`config.mk`:
```
export PLATFORM = sky130hd
export DESIGN_NAME = ssd_scan_ctrl_flat
export DESIGN_NICKNAME = d
export VERILOG_FILES = /design/src/rtl/ssd_scan_ctrl_if.sv /design/src/rtl/ssd_scan_ctrl.sv /design/src/flat_wrapper.sv
export SDC_FILE = /design/constraint.sdc
export NUM_CORES = 1
export LEC_CHECK = 0
export CORE_MARGIN = 1
export CORE_UTILIZATION = 40
export DETAILED_ROUTE_END_ITERATION = 8
export PLACE_DENSITY_LB_ADDON = 0.3
export SYNTH_ARGS = -nofsm -noshare
export SYNTH_HDL_FRONTEND = slang
export SYNTH_SLANG_ARGS = --single-unit
```
`constraint.sdc`:
```
create_clock -name ssd_scan_ctrl_clk -period 3.84 [get_ports ssd_scan_ctrl_clk]
set_input_delay 0.768 -clock ssd_scan_ctrl_clk [delete_from_list [all_inputs] [get_ports ssd_scan_ctrl_clk]]
set_output_delay 0.768 -clock ssd_scan_ctrl_clk [all_outputs]
set_load 0.01 [all_outputs]
```
`src/rtl/ssd_scan_ctrl_if.sv`:
```
// ssd_scan_ctrl_if: display bus between a scan controller and its user.
//   master : drives enable, digit nibbles and decimal-point mask; observes
//            the cathode/anode drive, slot index and frame pulse.
//   slave  : the scan controller side (ssd_scan_ctrl).
interface ssd_scan_ctrl_if;
  logic        ssd_scan_ctrl_en;
  logic [31:0] ssd_scan_ctrl_digits;
  logic [7:0]  ssd_scan_ctrl_dp_mask;
  logic [6:0]  ssd_scan_ctrl_cc;
  logic        ssd_scan_ctrl_odp;
  logic [7:0]  ssd_scan_ctrl_an;
  logic [2:0]  ssd_scan_ctrl_digit_idx;
  logic        ssd_scan_ctrl_frame_done;

  modport master (
    output ssd_scan_ctrl_en, ssd_scan_ctrl_digits, ssd_scan_ctrl_dp_mask,
    input  ssd_scan_ctrl_cc, ssd_scan_ctrl_odp, ssd_scan_ctrl_an,
           ssd_scan_ctrl_digit_idx, ssd_scan_ctrl_frame_done
  );

  modport slave (
    input  ssd_scan_ctrl_en, ssd_scan_ctrl_digits, ssd_scan_ctrl_dp_mask,
    output ssd_scan_ctrl_cc, ssd_scan_ctrl_odp, ssd_scan_ctrl_an,
           ssd_scan_ctrl_digit_idx, ssd_scan_ctrl_frame_done
  );
endinterface

```
`src/rtl/ssd_scan_ctrl.sv`:
```
// ssd_scan_ctrl: 8-digit multiplexed seven-segment scan controller.
// Each digit slot lasts REFRESH_DIV cycles, the first BLANK_CYCLES of which
// keep all anodes off to avoid ghosting. Digits and decimal points are
// snapshotted at frame start so mid-frame input changes never tear a frame.
// Ports:
//   ssd_scan_ctrl_clk : clock, rising edge
//   ssd_scan_ctrl_rst : synchronous active-high reset
//   bus (slave)       : en, digits[31:0], dp_mask[7:0] in;
//                       cc[6:0] {g..a}, odp, an[7:0] (all active-low),
//                       digit_idx[2:0], frame_done out (all registered)
// Optional build macro: SSD_SCAN_CTRL_LZ_EN enables leading-zero suppression.
module ssd_scan_ctrl #(
  parameter int unsigned REFRESH_DIV  = 100000,
  parameter int unsigned BLANK_CYCLES = 1000
) (
  input logic           ssd_scan_ctrl_clk,
  input logic           ssd_scan_ctrl_rst,
  ssd_scan_ctrl_if.slave bus
);

  localparam int unsigned CNT_W = $clog2(REFRESH_DIV);

  typedef enum logic [1:0] {
    ST_IDLE  = 2'd0,
    ST_BLANK = 2'd1,
    ST_DRIVE = 2'd2
  } state_t;

  state_t           state_q, state_d;
  logic [CNT_W-1:0] slot_q, slot_d;
  logic [2:0]       idx_q, idx_d;
  logic [31:0]      snap_q, snap_d;
  logic [7:0]       snap_dp_q, snap_dp_d;
  logic             frame_done_q, frame_done_d;
  logic [6:0]       cc_q, cc_d;
  logic             odp_q, odp_d;
  logic [7:0]       an_q, an_d;
  logic [2:0]       digit_idx_q, digit_idx_d;
  logic [3:0]       nibble;

  // Hex nibble to active-low {g,f,e,d,c,b,a}
  function automatic logic [6:0] hex_to_seg(input logic [3:0] n);
    logic [6:0] s;
    case (n)
      4'h0: s = 7'h40;
      4'h1: s = 7'h79;
      4'h2: s = 7'h24;
      4'h3: s = 7'h30;
      4'h4: s = 7'h19;
      4'h5: s = 7'h12;
      4'h6: s = 7'h02;
      4'h7: s = 7'h78;
      4'h8: s = 7'h00;
      4'h9: s = 7'h10;
      4'hA: s = 7'h08;
      4'hB: s = 7'h03;
      4'hC: s = 7'h46;
      4'hD: s = 7'h21;
      4'hE: s = 7'h06;
      4'hF: s = 7'h0E;
      default: s = 7'h7F;
    endcase
    return s;
  endfunction

  // State register; outputs are registered from the next-state decode so they
  // always reflect the registered state of the same cycle.
  always_ff @(posedge ssd_scan_ctrl_clk) begin
    if (ssd_scan_ctrl_rst) begin
      state_q      <= ST_IDLE;
      slot_q       <= '0;
      idx_q        <= 3'd0;
      snap_q       <= 32'd0;
      snap_dp_q    <= 8'd0;
      frame_done_q <= 1'b0;
      cc_q         <= 7'h7F;
      odp_q        <= 1'b1;
      an_q         <= 8'hFF;
      digit_idx_q  <= 3'd0;
    end else begin
      state_q      <= state_d;
      slot_q       <= slot_d;
      idx_q        <= idx_d;
      snap_q       <= snap_d;
      snap_dp_q    <= snap_dp_d;
      frame_done_q <= frame_done_d;
      cc_q         <= cc_d;
      odp_q        <= odp_d;
      an_q         <= an_d;
      digit_idx_q  <= digit_idx_d;
    end
  end

  // Next-state and output decode
  always_comb begin
    state_d      = state_q;
    slot_d       = slot_q;
    idx_d        = idx_q;
    snap_d       = snap_q;
    snap_dp_d    = snap_dp_q;
    frame_done_d = 1'b0;
    an_d         = 8'hFF;
    cc_d         = 7'h7F;
    odp_d        = 1'b1;
    digit_idx_d  = 3'd0;
    nibble       = 4'h0;

    if (!bus.ssd_scan_ctrl_en) begin
      // Dropping enable aborts the frame silently
      state_d = ST_IDLE;
      slot_d  = '0;
      idx_d   = 3'd0;
    end else begin
      if (state_q == ST_IDLE) begin
        snap_d    = bus.ssd_scan_ctrl_digits;
        snap_dp_d = bus.ssd_scan_ctrl_dp_mask;
        slot_d    = '0;
        idx_d     = 3'd0;
      end else if (slot_q == CNT_W'(REFRESH_DIV - 1)) begin
        slot_d = '0;
        idx_d  = idx_q + 3'd1;
        if (idx_q == 3'd7) begin
          // Frame boundary: pulse and take a fresh snapshot
          frame_done_d = 1'b1;
          snap_d       = bus.ssd_scan_ctrl_digits;
          snap_dp_d    = bus.ssd_scan_ctrl_dp_mask;
        end
      end else begin
        slot_d = slot_q + CNT_W'(1);
      end
      state_d = (slot_d < CNT_W'(BLANK_CYCLES)) ? ST_BLANK : ST_DRIVE;
    end

    nibble = snap_d[{idx_d, 2'b00} +: 4];

    case (state_d)
      ST_BLANK: begin
        digit_idx_d = idx_d;
      end
      ST_DRIVE: begin
        digit_idx_d = idx_d;
        an_d        = ~(8'd1 << idx_d);
        cc_d        = hex_to_seg(nibble);
        odp_d       = ~snap_dp_d[idx_d];
`ifdef SSD_SCAN_CTRL_LZ_EN
        // Digit i>0 is dark when it and every higher nibble are zero
        if ((idx_d != 3'd0) && ((snap_d >> {idx_d, 2'b00}) == 32'd0)) begin
          cc_d = 7'h7F;
        end
`endif
      end
      default: begin
        digit_idx_d = 3'd0;
      end
    endcase
  end

  assign bus.ssd_scan_ctrl_cc         = cc_q;
  assign bus.ssd_scan_ctrl_odp        = odp_q;
  assign bus.ssd_scan_ctrl_an         = an_q;
  assign bus.ssd_scan_ctrl_digit_idx  = digit_idx_q;
  assign bus.ssd_scan_ctrl_frame_done = frame_done_q;

endmodule
```
`src/flat_wrapper.sv`:
```
// flat-port wrapper written by rule: the top's interface ports become plain ports
module ssd_scan_ctrl_flat 
#(
  parameter int unsigned REFRESH_DIV  = 100000,
  parameter int unsigned BLANK_CYCLES = 1000
)
  (ssd_scan_ctrl_clk, ssd_scan_ctrl_rst, bus_ssd_scan_ctrl_en, bus_ssd_scan_ctrl_digits, bus_ssd_scan_ctrl_dp_mask, bus_ssd_scan_ctrl_cc, bus_ssd_scan_ctrl_odp, bus_ssd_scan_ctrl_an, bus_ssd_scan_ctrl_digit_idx, bus_ssd_scan_ctrl_frame_done);
  ssd_scan_ctrl_if bus_i ();
  input logic ssd_scan_ctrl_clk;
  input logic ssd_scan_ctrl_rst;
  input wire logic [$bits(bus_i.ssd_scan_ctrl_en)-1:0] bus_ssd_scan_ctrl_en;
  input wire logic [$bits(bus_i.ssd_scan_ctrl_digits)-1:0] bus_ssd_scan_ctrl_digits;
  input wire logic [$bits(bus_i.ssd_scan_ctrl_dp_mask)-1:0] bus_ssd_scan_ctrl_dp_mask;
  output wire logic [$bits(bus_i.ssd_scan_ctrl_cc)-1:0] bus_ssd_scan_ctrl_cc;
  output wire logic [$bits(bus_i.ssd_scan_ctrl_odp)-1:0] bus_ssd_scan_ctrl_odp;
  output wire logic [$bits(bus_i.ssd_scan_ctrl_an)-1:0] bus_ssd_scan_ctrl_an;
  output wire logic [$bits(bus_i.ssd_scan_ctrl_digit_idx)-1:0] bus_ssd_scan_ctrl_digit_idx;
  output wire logic [$bits(bus_i.ssd_scan_ctrl_frame_done)-1:0] bus_ssd_scan_ctrl_frame_done;
  assign bus_i.ssd_scan_ctrl_en = bus_ssd_scan_ctrl_en;
  assign bus_i.ssd_scan_ctrl_digits = bus_ssd_scan_ctrl_digits;
  assign bus_i.ssd_scan_ctrl_dp_mask = bus_ssd_scan_ctrl_dp_mask;
  assign bus_ssd_scan_ctrl_cc = bus_i.ssd_scan_ctrl_cc;
  assign bus_ssd_scan_ctrl_odp = bus_i.ssd_scan_ctrl_odp;
  assign bus_ssd_scan_ctrl_an = bus_i.ssd_scan_ctrl_an;
  assign bus_ssd_scan_ctrl_digit_idx = bus_i.ssd_scan_ctrl_digit_idx;
  assign bus_ssd_scan_ctrl_frame_done = bus_i.ssd_scan_ctrl_frame_done;
  ssd_scan_ctrl #(.REFRESH_DIV(REFRESH_DIV), .BLANK_CYCLES(BLANK_CYCLES)) u_core (.ssd_scan_ctrl_clk(ssd_scan_ctrl_clk), .ssd_scan_ctrl_rst(ssd_scan_ctrl_rst), .bus(bus_i));
endmodule
```
; ---- Word-level counts from Yosys, hierarchy flattened
; Memories as Yosys holds them, arrays and structs flattened. A register that Yosys moved wholly into a read port is not among the register bits.
; Index checks and enable logic that the tools add are counted.
[word_totals]
elab_cells = 51
romBits = 112
memories = 1
inputBits = 43
output_inout_bits = 20
reg_bits = 75
[classes]
eq_ne = 4
n_lt_le_gt_ge = 2
n_shift = 2
mux = 19
bitwise = 6
addsub = 2
reduce_logical = 6
[memory_table]
columns = memory, depth, width, rd, rd_clocked_by_memory_dff, wr, line_no
row1 = (no name shown), 16, 7, 1, 1, 0, ssd_scan_ctrl.sv:44  ; case (n)
[ops]
columns = operator, n
row1 = two-way mux 32 bit, 4
row2 = two-way mux 17 bit, 3
row3 = two-way mux 8 bit, 4
row4 = variable part select 32 x 6 -> 4 bit, 1
row5 = "adder 17 x 1 -> 17 bit, second input constant", 1
row6 = "equality test 17 bit, second input constant", 1
row7 = "< comparator 17 x 10 -> 1 bit, second input constant", 1
row8 = two-way mux 3 bit, 3
row9 = NOT 8 bit, 1
row10 = OR reduction 2 bit, 4
row11 = "<< shifter 1 x 3 -> 8 bit, first input constant", 1
row12 = NOT 1 bit, 5
row13 = "< comparator 3 x 4 -> 1 bit, second input constant", 1
row14 = two-way mux 2 bit, 2
row15 = OR reduction 4 bit, 1
row16 = "adder 3 x 1 -> 3 bit, second input constant", 1
row17 = binary-select mux 1 bit (select 3 bit), 1
row18 = "equality test 3 bit, second input constant", 1
row19 = "equality test 2 x 1 -> 1 bit, second input constant", 1
row20 = "equality test 2 bit, second input constant", 1
row21 = logical NOT 2 bit, 1
row22 = two-way mux 1 bit, 2

; ---- Depth between registers and ports, before layout
; Gate-level depths: netlist of run 1.
[depth]
depth_word = 11
depth_mapped = 16
mapped_depth_nobuf = 14

; ---- Worst setup path before layout of run 1
; No wires, ideal clock.
[synth_timing]
path_type = register to register
startpoint = register u_core.slot_q[0]
endpoint = register u_core.cc_q[3], in the netlist u_core.bus.ssd_scan_ctrl_cc[3]
t_required_ps = 3713
setup_time_ps = 127
arrival_ps = 3077
path_buffers = 1
path_slack_ps = 636
synth_period_minus_slack_ps = 3204
path_stages_with_launch = 15
path_cell_list = dfxtp_1 -> ha_1 -> and4_4 -> nand4_1 -> o21ai_1 -> buf_4 -> mux2i_1 -> o22ai_1 -> or2_1 -> mux2i_2 -> inv_2 -> ha_1 -> mux2_1 -> mux2i_1 -> nand2_1
[synth_between]
elab_chain_cells = 10
word_cells_on_any_way = 18
cone_classes = add/sub (1) / order compare (1) / eq/ne (2) / shift (1) / mux (11) / bitwise (1) / reduce/logical (1)
[synth_rtl]
columns = item, line_no
row1 = start: declaration, ssd_scan_ctrl.sv:30  ; logic [CNT_W-1:0] slot_q, slot_d;
row2 = start signal: assignment, ssd_scan_ctrl.sv:82  ; slot_q <= slot_d;
row3 = adder 17 x 1 -> 17 bit / equality test 17 bit (equally long branches), "ssd_scan_ctrl.sv:129, ssd_scan_ctrl.sv:119"
row4 = two-way mux 17 bit, ssd_scan_ctrl.sv:119  ; end else if (slot_q == CNT_W'(REFRESH_DIV - 1)) begin
row5 = two-way mux 17 bit, ssd_scan_ctrl.sv:114  ; if (state_q == ST_IDLE) begin
row6 = two-way mux 17 bit, ssd_scan_ctrl.sv:108  ; if (!bus.ssd_scan_ctrl_en) begin
row7 = < comparator 17 x 10 -> 1 bit, ssd_scan_ctrl.sv:131  ; state_d = (slot_d < CNT_W'(BLANK_CYCLES)) ? ST_BLANK : ST_DRIVE;
row8 = two-way mux 2 bit, ssd_scan_ctrl.sv:131
row9 = two-way mux 2 bit, ssd_scan_ctrl.sv:108
row10 = equality test 2 bit, --
row11 = NOT 1 bit (no source line), --
row12 = OR reduction 2 bit (no source line), --
row13 = end: declaration, ssd_scan_ctrl.sv:35  ; logic [6:0] cc_q, cc_d;
; Several ways; a longest one is shown, not always the timed one. The select of a mux whose other input is x is not followed.
; A chain may end at the register's enable or synchronous reset.

; ---- Worst setup path after layout of run 1
; Ends and elaborated chain as after synthesis.

==> flow_summary.yaml, run 1 <==
die:
  dieHeight_um: 99.6
  fp.coreArea_um2: 9240
  initial_utilization_pct: 41.3
  die_w_um: 99.6
  ioPinCount: 63
  dieArea_um2: 9930
  std_cell_rows: 35
logic_synthesis:
  synth_nets: 483
  synth_area_um2: 3810
  ys_seq_area_share_pct: 43.0
  synthFlopType: "dfxtp_1"
  syn_avg_cell_area_um2: 8.81
  syn_inst: 433
  ys_ff_latch: 82
  ys_types: 51
  synth_edf_count: 0
  yosys_warnings: 0
  async_flop_share_pct: 0
place:
  port_buffers: 62
  hpwl_mm: 6.50
  pre_cts_ws_ns: 0.0959
  gp_congestion: 0.817
clock_network:
  path_clk_slew_ns: 0.08
  cts_tree: "yes"
  root_buffer: "clkbuf_8"
  cts_htree_levels: 3
  cts_hold_buf: 0
  cts_buffer_depth: 2
  cts_made_buffers: 9
  clock_latency_ns: 0.35
  clock-sinks: 82
run_status:
  status: "finished, final reports clean"
layout:
  nNetsFinal: 550
  final_common_cell: "dfxtp_1"
  fillers: 867
  final_cell_mix: "82 x dfxtp_1, 62 x clkdlybuf4s50_1, 57 x nor2_1, 52 x nand2_1, 36 x mux2i_1"
  multi_input_area_um2: 2060
  drive_above_1_share_pct: 9.15
  diodes: 0
  final_util_pct: 52.1
  area_growth_pct: 26.3
  ff_latch_area_um2: 1640
sta:
  fin_tns_setup_ns: 0
  slew_headroom_pct: 56.2
  finalMaxSlewViolations: 0
  setup_viol: 0
  finalCritPeriodShare_pct: 93.8
  tightest_slew_ns: 0.651
  skew_ns: 0.0147
  fmax_mhz: 278
  period_needed_ns: 3.60
  fin_ws_ns: 0.238
  hold_viol_final: 0
routing:
  vias_per_cell: 5.10
  routed_wl_mm: 9.00
  first_pass_iters: 4
  drtAntennaViolNets: 0
  first_iter_violations: 121
  wl_per_cell_um: 14.2
  remaining_drc_errors: 0
  vias: 3226
grt:
  grt_pass1_wl_mm: 14.8
  grt_util_all_layers_pct: 19.0
  grt_overflow: 0
  grt_max_degree: 48
  grt_pass1_vias: 3117
  antenna_found_initial: 0
worst_setup_path:
  critPathKind: "flop to flop"
  arrival_ns: 3.82
  regToRegSetupSlack_ns: 0.24
  crit_fanout: 17
  cp-end-kind: "flop"
  required_ns: 4.06
  start_kind: "flop"
hold_path:
  hold_class: "flop to flop"
power_and_ir_drop:
  powerDensity_nw_per_um2: 345
  p_leak_nw: 1.73
  ir_worst_vdd_v: 0.000128
run:
  drv_cap: 0
layout make-up:
class	count	area share, %
clock inverter	5	1.19
timing repair buffer	78	15.6
multi-input combinational	324	42.8
clock buffer	9	2.57
tap	129	3.35
sequential	82	34.1
inverter	5	0.390
critical path, cell delays in order, from the launching register on:
cell and delay [ns]:
dfxtp_1 0.39, ha_1 0.29, and4_4 0.29, and4_4 0.39
nor3_1 0.10, nor3_1 0.48, o22ai_1 0.16, or2_1 0.25
mux2i_2 0.28, inv_2 0.10, ha_1 0.24, mux2_1 0.31
mux2i_1 0.14, nand2_1 0.06
path summary, 6_finish.rpt:
| path | from | endpoint | cells past startpoint |
|---|---|---|---|
| max | u_core.slot_q[0] | u_core.bus.ssd_scan_ctrl_cc[3] | 13 |
| max reg2reg | u_core.slot_q[0] | u_core.bus.ssd_scan_ctrl_cc[3] | 13 |
| min reg2reg | u_core.snap_q[3] | u_core.snap_q[3] | 2 |
| min | u_core.snap_q[3] | u_core.snap_q[3] | 2 |
synthesized netlist by cell type (6+ instances only):
| cell | number | area (um^2) |
|---|---|---|
| ha_1 | 7 | 87.6 |
| nand2b_1 | 6 | 37.5 |
| mux2i_1 | 36 | 360 |
| nand3_1 | 18 | 90.1 |
| o21ai_0 | 10 | 50.1 |
| a211oi_1 | 6 | 45.0 |
| buf_2 | 7 | 35.0 |
| dfxtp_1 | 82 | 1640 |
| xor2_1 | 8 | 70.1 |
| nor2_1 | 58 | 218 |
| clkbuf_1 | 12 | 45.0 |
| o22ai_1 | 10 | 62.6 |
| a21oi_1 | 19 | 95.1 |
| xnor2_1 | 10 | 87.6 |
| nand2_1 | 52 | 195 |
| nor3_1 | 13 | 65.1 |
sequential cells by signal, indices dropped and copies added (netlist names):
register and flops:
u_core.snap_q 32, u_core.slot_q 17, u_core.bus.ssd_scan_ctrl_an 8, u_core.snap_dp_q 8, u_core.bus.ssd_scan_ctrl_cc 7, u_core.bus.ssd_scan_ctrl_digit_idx 3
u_core.idx_q 3, u_core.state_q 2, u_core.bus.ssd_scan_ctrl_frame_done 1, u_core.bus.ssd_scan_ctrl_odp 1
where the power goes:
part,switching (mW),internal (mW)
Combinational,0.0915,0.0945
Sequential,0.00812,0.875
Clock,0.303,0.292
Total,0.403,1.26
logic make-up (layout without fill, tap and decap cells):
group                      Yosys count  after routing  synth area share, %
AOI/OAI and AO/OA                   69             69                 11.5
muxes                               46             46                 12.6
buffers and inverters               27             97                 3.28
DFF                                 82             82                 43.0
xor gates and xnor gates            18             18                 4.13
and+or+nand+nor                    184            184                 23.1
adders and majority gates            7              7                 2.30
through the flow:
stage                     cells  instance area (um^2)  hold slack, ns  power, mW
after global placement      616                  4620           0.433       1.08
after detailed placement    616                  4620           0.443       1.09
after floorplan             433                  3810           0.426       1.01
final                       632                  4820           0.453       1.66
after CTS                   630                  4800           0.454       1.68
after global routing        632                  4820           0.473       1.73
timing repair:
action | CTS | global route
resized for setup | 0 | 1
buffers inserted | 0 | 2
setup endpoints to repair | 0 | 4
metal layers:
layer | GRT usage [%] | vias up | share of wire (%)
li1 | - | 1654 | -
met1 | 24.4 | 1479 | 46
met4 | 6.22 | 0 | 1.1
met5 | 0 | - | 0
met3 | 4.15 | 10 | 5.5
met2 | 31.6 | 83 | 48
No activity file was read; power rests on OpenSTA's default activity.
==> run 2: changes to the inputs <==
CORE_ASPECT_RATIO = 1.5   (was default)
CORE_UTILIZATION = 53   (was 40)
==> run 2 against run 1 <==
Compared with the run above:
- the run now ends with design-rule violations left
- via count is 1.7% higher
- first-iteration DRC count up 29%
- register-to-register slack better by 0.03 ns
- largest cell class unchanged
==> flow_summary.yaml, run 2 (synthesis gave the netlist of run 1 again) <==
worst_setup_path:
  crit_fanout: 17
  r2r_end: "u_core.bus.ssd_scan_ctrl_cc[5]"
  regToRegSetupSlack_ns: 0.27
  arrival_ns: 3.79
  required_ns: 4.06
  cp-end-kind: "flop"
  start_kind: "flop"
  startpoint: "u_core.slot_q[0]"
  critPathKind: "flop to flop"
  r2r-start: "u_core.slot_q[0]"
  worst-r2r-cell-count: 13
sta:
  finalMaxSlewViolations: 0
  tightest_slew_ns: 0.682
  hold_viol_final: 0
  rsz0062_at_grt: "no"
  skew_ns: 0.0126
  slew_headroom_pct: 54.1
  fin_ws_ns: 0.270
  finalCritPeriodShare_pct: 93.0
  period_needed_ns: 3.57
  fin_tns_setup_ns: 0
  setup_viol: 0
  fmax_mhz: 280
clock_network:
  cts_tree: "yes"
  cts_setup_buffers: 0
  root_buffer: "clkbuf_8"
  cts_buffer_depth: 2
  cts_made_buffers: 9
  cts_resized: 0
  path_clk_slew_ns: 0.08
  clock-sinks: 82
  cts_htree_levels: 3
  clock_latency_ns: 0.35
  cts_hold_buf: 0
run_status:
  status: "finished with violations"
  violations: "design-rule violations"
power_and_ir_drop:
  powerDensity_nw_per_um2: 353
  clockPowerShare_pct: 36.3
  power.switching_uw: 395
  intPower_mw: 1.29
  ir_worst_vdd_v: 0.000263
  combinationalPowerShare_pct: 11.3
  power.share.sequential_pct: 52.4
  switching_share_pct: 23.4
  p_leak_nw: 1.75
routing:
  first_iter_violations: 156
  drtAntennaViolNets: 0
  first_pass_iters: 7
  vias: 3280
  remaining_drc_errors: 6
  routed_wl_mm: 8.80
  vias_per_cell: 5.62
  wl_per_cell_um: 15.1
grt:
  grt_util_all_layers_pct: 24.4
  grt_overflow: 0
  antenna_found_initial: 0
  grt_max_degree: 48
  grt_pass1_wl_mm: 14.4
  grt_pass1_vias: 3202
die:
  dieArea_um2: 7550
  std_cell_rows: 37
  fp.coreArea_um2: 6900
  initial_utilization_pct: 55.3
  die_w_um: 71.3
  dieHeight_um: 106
  ioPinCount: 63
hold_path:
  hp-start: "u_core.snap_q[10]"
  min_to: "u_core.snap_q[10]"
  holdPathStages: 2
  hold_class: "flop to flop"
place:
  port_buffers: 62
  hpwl_mm: 6.54
  gp_congestion: 0.839
  pre_cts_ws_ns: 0.239
layout:
  nNetsFinal: 551
  ff_latch_area_um2: 1640
  area_growth_pct: 25.2
  largest_register_ff_count: 32
  largestRegisters: "u_core.snap_q x32, u_core.slot_q x17"
  top_register: "u_core.snap_q"
  final_util_pct: 69.2
  diodes: 0
  fillers: 567
  multi_input_area_um2: 2060
  drive_above_1_share_pct: 9.09
  final_common_cell: "dfxtp_1"
  final_cell_mix: "82 x dfxtp_1, 62 x clkdlybuf4s50_1, 58 x nor2_1, 52 x nand2_1, 36 x mux2i_1"
run:
  drv_cap: 0
[run 2: stage by stage]
stage | power, mW | hold WS (ns) | instances | area [um^2]
detailed placement | 1.09 | 0.444 | 568 | 4580
floorplan | 1.01 | 0.426 | 433 | 3810
finish | 1.69 | 0.451 | 584 | 4770
CTS | 1.70 | 0.454 | 584 | 4770
global route | 1.76 | 0.466 | 584 | 4770
global placement | 1.09 | 0.438 | 568 | 4580
[run 2: power groups by stage]
| stage | Clock [mW] | Combinational (mW) | Sequential [mW] |
|---|---|---|---|
| after global routing | 0.665 | 0.206 | 0.886 |
| after CTS | 0.632 | 0.189 | 0.883 |
| after floorplan | 0 | 0.109 | 0.900 |
| final | 0.613 | 0.190 | 0.883 |
| after detailed placement | 0 | 0.188 | 0.903 |
| after global placement | 0 | 0.183 | 0.902 |
[run 2: worst max-delay path by stage]
stage | to | slack (ns) | cells past startpoint
global route | u_core.bus.ssd_scan_ctrl_cc[5] | 0.04 | 13
finish | u_core.bus.ssd_scan_ctrl_cc[5] | 0.27 | 13
global placement | u_core.bus.ssd_scan_ctrl_cc[3] | 0.30 | 10
CTS | u_core.bus.ssd_scan_ctrl_cc[5] | 0.29 | 13
floorplan | u_core.bus.ssd_scan_ctrl_cc[3] | 0.64 | 14
detailed placement | u_core.bus.ssd_scan_ctrl_cc[5] | 0.24 | 13
[run 2: worst max-delay path, cell delays in order (launching register included)]
cell and delay (ns):
dfxtp_1 0.37, ha_1 0.28, and4_4 0.28, and4_4 0.39
mux2_2 0.41, nand2b_1 0.27, o22ai_1 0.21, nor3_1 0.07
nor2_1 0.30, inv_1 0.13, ha_1 0.28, mux2_1 0.31
nand2_1 0.07, o211ai_1 0.09
[run 2: routing by layer]
metal	wire, um	track usage [%]	vias up
met5	0	0	-
met4	184	11.0	0
met3	375	4.74	22
met2	4560	44.6	88
met1	3680	26.6	1516
li1	-	-	1654
[run 2: final cells by class]
class                   count  share of cell area [%]
well taps                  78                    2.04
clock inverters             4                    1.07
repair buffers             79                    15.9
inverters                   5                   0.393
clock buffers              12                    3.04
flip-flops and latches     82                    34.4
multi-input cells         324                    43.1
==> RTL edit 1 (config.mk and constraints of run 2) <==
`REFRESH_DIV` is set to 100000 in 2 places; all go to 200000.
--- a/src/rtl/ssd_scan_ctrl.sv
+++ b/src/rtl/ssd_scan_ctrl.sv
@@ -11,5 +11,5 @@
 // Optional build macro: SSD_SCAN_CTRL_LZ_EN enables leading-zero suppression.
 module ssd_scan_ctrl #(
-  parameter int unsigned REFRESH_DIV  = 100000,
+  parameter int unsigned REFRESH_DIV  = 200000,
   parameter int unsigned BLANK_CYCLES = 1000
 ) (
--- a/src/flat_wrapper.sv
+++ b/src/flat_wrapper.sv
@@ -2,5 +2,5 @@
 module ssd_scan_ctrl_flat 
 #(
-  parameter int unsigned REFRESH_DIV  = 100000,
+  parameter int unsigned REFRESH_DIV  = 200000,
   parameter int unsigned BLANK_CYCLES = 1000
 )
Function: same outputs for any inputs over 10 cycles, from zero or initial values and one cycle with ssd_scan_ctrl_rst high; that may be too few to reach the edited logic, so the function may still have changed.
==> RTL edit 1 against run 2 <==
- via count is 31% higher
- non-clock buffer count is 9 higher
- total power is 18% higher
- setup slack better by 0.13 ns
- global-route usage is 3.4 points higher
- clock skew is 0.0075 ns lower
- final cell count is 20% higher
- sequential cell count is 1 higher
- clock power is 42% higher
- wire length is 35% higher
- area after synthesis is 19% higher
- cell area is 17% higher
- sequential share of layout area is 4.7 points lower
- critical endpoint is now u_core.bus.ssd_scan_ctrl_cc[0]
==> RTL edit 1: results (changes against run 2) <==
Slowest cell on the critical path: clkdlybuf4s50_1
Grt met2 use: 50.9% (+6.2 points)
Synth cell types: 60 (+18%)
Synth area leaders: dfxtp_1, o21ba_2, nand4_1
Slowest stage delay, CP: 0.54 ns (+0.13 ns)
Total wire length: 11,900 µm (+35%)
Vias/cell: 6.12 (+8.9%)
Root Buffer: clkbuf_16
DPL Wire Length: 8610 µm (+32%)
Top cell family by delay on the critical path: compound AO/OA/AOI/OAI gates
Slew headroom: 49.7% (-4.4 points)
Placement Cell Area: 5300 µm² (+16%)
Hold Crit Depth: 1 (-1)
Via count: 4,294 (+31%)
Clock slew at reported path FFs: 0.06 ns (-0.02 ns)
Status: finished clean
Vias in the first global route: 4,178 (+30%)
Total Power: 1.98 mW (+18%)
Cell depth of the worst flop-to-flop path: 10 (-3)
Met1 Track Usage GR: 30.7% (+4.1 points)
Mapped Cells: 533 (+23%)
Setup WS pre-CTS: 0.0932 ns (-0.145 ns)
Most frequent cells after synthesis: dfxtp_1, nand2_1, nor2_1
Critical Path AT: 3.65 ns (-0.14 ns)
LEAKAGE: 2.05 nW (+17%)
DRT Pass-1 Iters: 5 (-2)
Layout cell share with drive strength beyond 1: 15.6% (+6.5 points)
Share of the yosys chip area belonging to registers: 36.6% (-6.4 points)
RTL edit 1: changes by cell type after synthesis, sizes merged, moves of 8 or more:
cell,delta
nor2,-15
o22ai,+10
o21ba,+25
buf,+8
o21ai,+18
a21oi,+11
clkbuf,+12
mux2i,-18
nand3,+20
nand4,+31
RTL edit 1: cell type report:
cell class	count	area [µm²]
Timing Repair Buffer	88	828
Clock inverter	7	75.1
Clock buffer	9	225
Multi-Input combinational cell	400	2650
Fill cell	689	2760
Sequential cell	83	1660
Inverter	8	30.0
Tap cell	107	134
RTL edit 1: layer usage:
metal  up-vias  share of wire, %
li1       2071                 -
met1      2054                39
met2       137                53
met3        32               4.6
met4         0               3.3
met5         -                 0
RTL edit 1: path summary, 6_finish.rpt:
path	from	end	slack (ns)
setup / recovery	bus_ssd_scan_ctrl_en	u_core.bus.ssd_scan_ctrl_cc[0]	0.40
hold / removal	u_core.slot_q[0]	u_core.slot_q[0]	0.48
setup reg to reg	u_core.slot_q[16]	u_core.bus.ssd_scan_ctrl_cc[0]	0.45
hold reg to reg	u_core.slot_q[0]	u_core.slot_q[0]	0.48
RTL edit 1: kinds of logic (layout without fill, tap and decap cells):
group | after synthesis | in the layout | synth area share (%)
simple gates | 209 | 209 | 24.3
compound gates | 138 | 138 | 22.1
flops | 83 | 83 | 36.6
buf+inv | 50 | 112 | 5.27
mux | 25 | 25 | 5.76
xor+xnor | 21 | 21 | 4.05
fa+ha+maj | 7 | 7 | 1.93
RTL edit 1: power by group through the flow:
stage / clock network [mW] / logic [mW] / registers [mW]
6_report: 0.871 / 0.219 / 0.894
5_1_grt: 0.912 / 0.237 / 0.895
4_1_cts: 0.883 / 0.217 / 0.893
3_5_place_dp: 0 / 0.216 / 0.912
3_3_place_gp: 0 / 0.210 / 0.911
2_1_floorplan: 0 / 0.132 / 0.910
==> RTL edit 2 (flow settings as in run 2) <==
Made on the original files. Re-encode `state_t` (3 states) as one-hot, 3 bits wide.
--- a/src/rtl/ssd_scan_ctrl.sv
+++ b/src/rtl/ssd_scan_ctrl.sv
@@ -21,8 +21,8 @@
   localparam int unsigned CNT_W = $clog2(REFRESH_DIV);
 
-  typedef enum logic [1:0] {
-    ST_IDLE  = 2'd0,
-    ST_BLANK = 2'd1,
-    ST_DRIVE = 2'd2
+  typedef enum logic [2:0] {
+    ST_IDLE  = 3'b001,
+    ST_BLANK = 3'b010,
+    ST_DRIVE = 3'b100
   } state_t;
 
Formal check against the unedited RTL: same outputs for any inputs over 10 cycles, from zero or initial values and one cycle with ssd_scan_ctrl_rst high; not proved beyond that.
==> RTL edit 2 against run 2 <==
- clock power up 31%
- count of clock-buffer cells in the layout up 1
- setup slack better by 0.0074 ns
- first-iteration DRC count up 69%
- wire length up 23%
- sequential cell count up 1
- non-clock buffer count unchanged
- sequential share of layout area down 2.1 points
- area after synthesis up 8.8%
- cell area up 8.0%
- sequential power up 1%
- final cell count up 9.8%
- total power up 12%
- largest power group unchanged
- highest routed layer unchanged
==> RTL edit 2: results (changes against run 2) <==
Status: finished clean
Synth area leaders: dfxtp_1, mux2i_1, nand2_1
DRT Pass-1 Iters: 5 (-2)
Mapped Nets: 524 (+8.5%)
DR iter-0 viols: 264 (+69%)
Psw: 0.435 mW (+10%)
Total Nets Final: 584 (+6.0%)
Worst-path fanout max: 5 (-12)
Fillers: 660 (+16%)
Root Buffer: clkbuf_16
LEAKAGE: 1.84 nW (+4.7%)
Met1 Track Usage GR: 28.7% (+2.0 points)
Gr usage total: 28.8% (+4.4 points)
Clock slew at reported path FFs: 0.05 ns (-0.03 ns)
Global routing usage on met3: 4.45% (-0.28 points)
Placement Cell Area: 4860 µm² (+6.2%)
Worst vdd ir: 282 µV (+7.0%)
DR WL/cell: 16.8 µm (+12%)
Hold-critical path endpoint: u_core.snap_q[7]
Met2 WL: 5970 µm (+31%)
Share of the yosys chip area belonging to registers: 40.1% (-3.0 points)
Met1 Routed Length: 3930 µm (+6.8%)
Layout cell share with drive strength beyond 1: 9.65% (+0.56 points)
Grt met2 use: 53.4% (+8.8 points)
Most frequent cells after synthesis: dfxtp_1, nand2_1, nor2_1
Met3 Wirelength: 435 µm (+16%)
RePlAce Congestion: 0.921 (+9.8%)
Setup WS pre-CTS: 0.119 ns (-0.120 ns)
RTL edit 2: changes by cell type in the layout (fill, tap and decap cells not counted), moves of 8 or more:
cell,delta
nand2_1,+11
clkbuf_16,+9
clkbuf_8,-8
nand4_1,+8
nor2_1,-8
nor3_1,-8
RTL edit 2: how the worst max path moves through the flow:
stage / startpoint / end / slack, ns / cells after the start
finish: u_core.slot_q[0] / u_core.bus.ssd_scan_ctrl_cc[5] / 0.28 / 12
global route: u_core.slot_q[0] / u_core.bus.ssd_scan_ctrl_cc[5] / 0.02 / 12
CTS: u_core.slot_q[0] / u_core.bus.ssd_scan_ctrl_cc[5] / 0.11 / 13
detailed placement: bus_ssd_scan_ctrl_en / u_core.bus.ssd_scan_ctrl_cc[0] / 0.12 / 12
global placement: u_core.slot_q[0] / u_core.bus.ssd_scan_ctrl_cc[5] / 0.21 / 13
floorplan: u_core.slot_q[0] / u_core.bus.ssd_scan_ctrl_cc[5] / 0.57 / 14
RTL edit 2: logic make-up after synthesis:
kind of cell / share of synthesized area, %
AO/OA/AOI/OAI: 17.1
XOR/XNOR: 3.59
adder cells (fa/ha/maj): 2.11
buffers and inverters: 4.55
flip-flops: 40.1
multiplexers: 8.36
AND/OR/NAND/NOR: 24.3
RTL edit 2: power groups by stage:
stage,logic (mW),clock network (mW),registers (mW)
floorplan,0.111,0,0.911
global placement,0.187,0,0.913
detailed placement,0.192,0,0.914
CTS,0.193,0.816,0.895
global route,0.209,0.850,0.897
finish,0.193,0.800,0.895
RTL edit 2: timing repair:
item / in CTS / in global routing
resized for setup: 0 / 1
setup buffers: 0 / 1
endpoints found under the setup margin: 0 / 3
RTL edit 2: cell type report:
class | instances | area [µm²] | area share [%]
Clock inverter | 3 | 22.5 | 0.437
Clock buffer | 13 | 260 | 5.05
Timing Repair Buffer | 79 | 761 | 14.8
Inverter | 5 | 18.8 | 0.364
Tap cell | 102 | 128 | 2.48
Sequential cell | 83 | 1660 | 32.2
Multi-Input combinational cell | 356 | 2300 | 44.7
RTL edit 2: worst max-delay path, cell delays in order, from the launching register on:
cell	delay [ns]
dfxtp_1	0.36
ha_1	0.28
and4_2	0.34
nand4_4	0.14
nor2_1	0.30
nor3_1	0.12
a211oi_1	0.48
o221ai_1	0.20
o22a_1	0.29
ha_1	0.23
nor3_1	0.32
a21oi_1	0.08
a221o_1	0.31
RTL edit 2: metrics by stage:
stage,util (%),hold WS [ns],std cells
global route,67.7,0.471,641
detailed placement,63.8,0.445,624
global placement,63.8,0.441,624
CTS,67.5,0.453,640
finish,67.7,0.451,641
floorplan,-,0.426,474
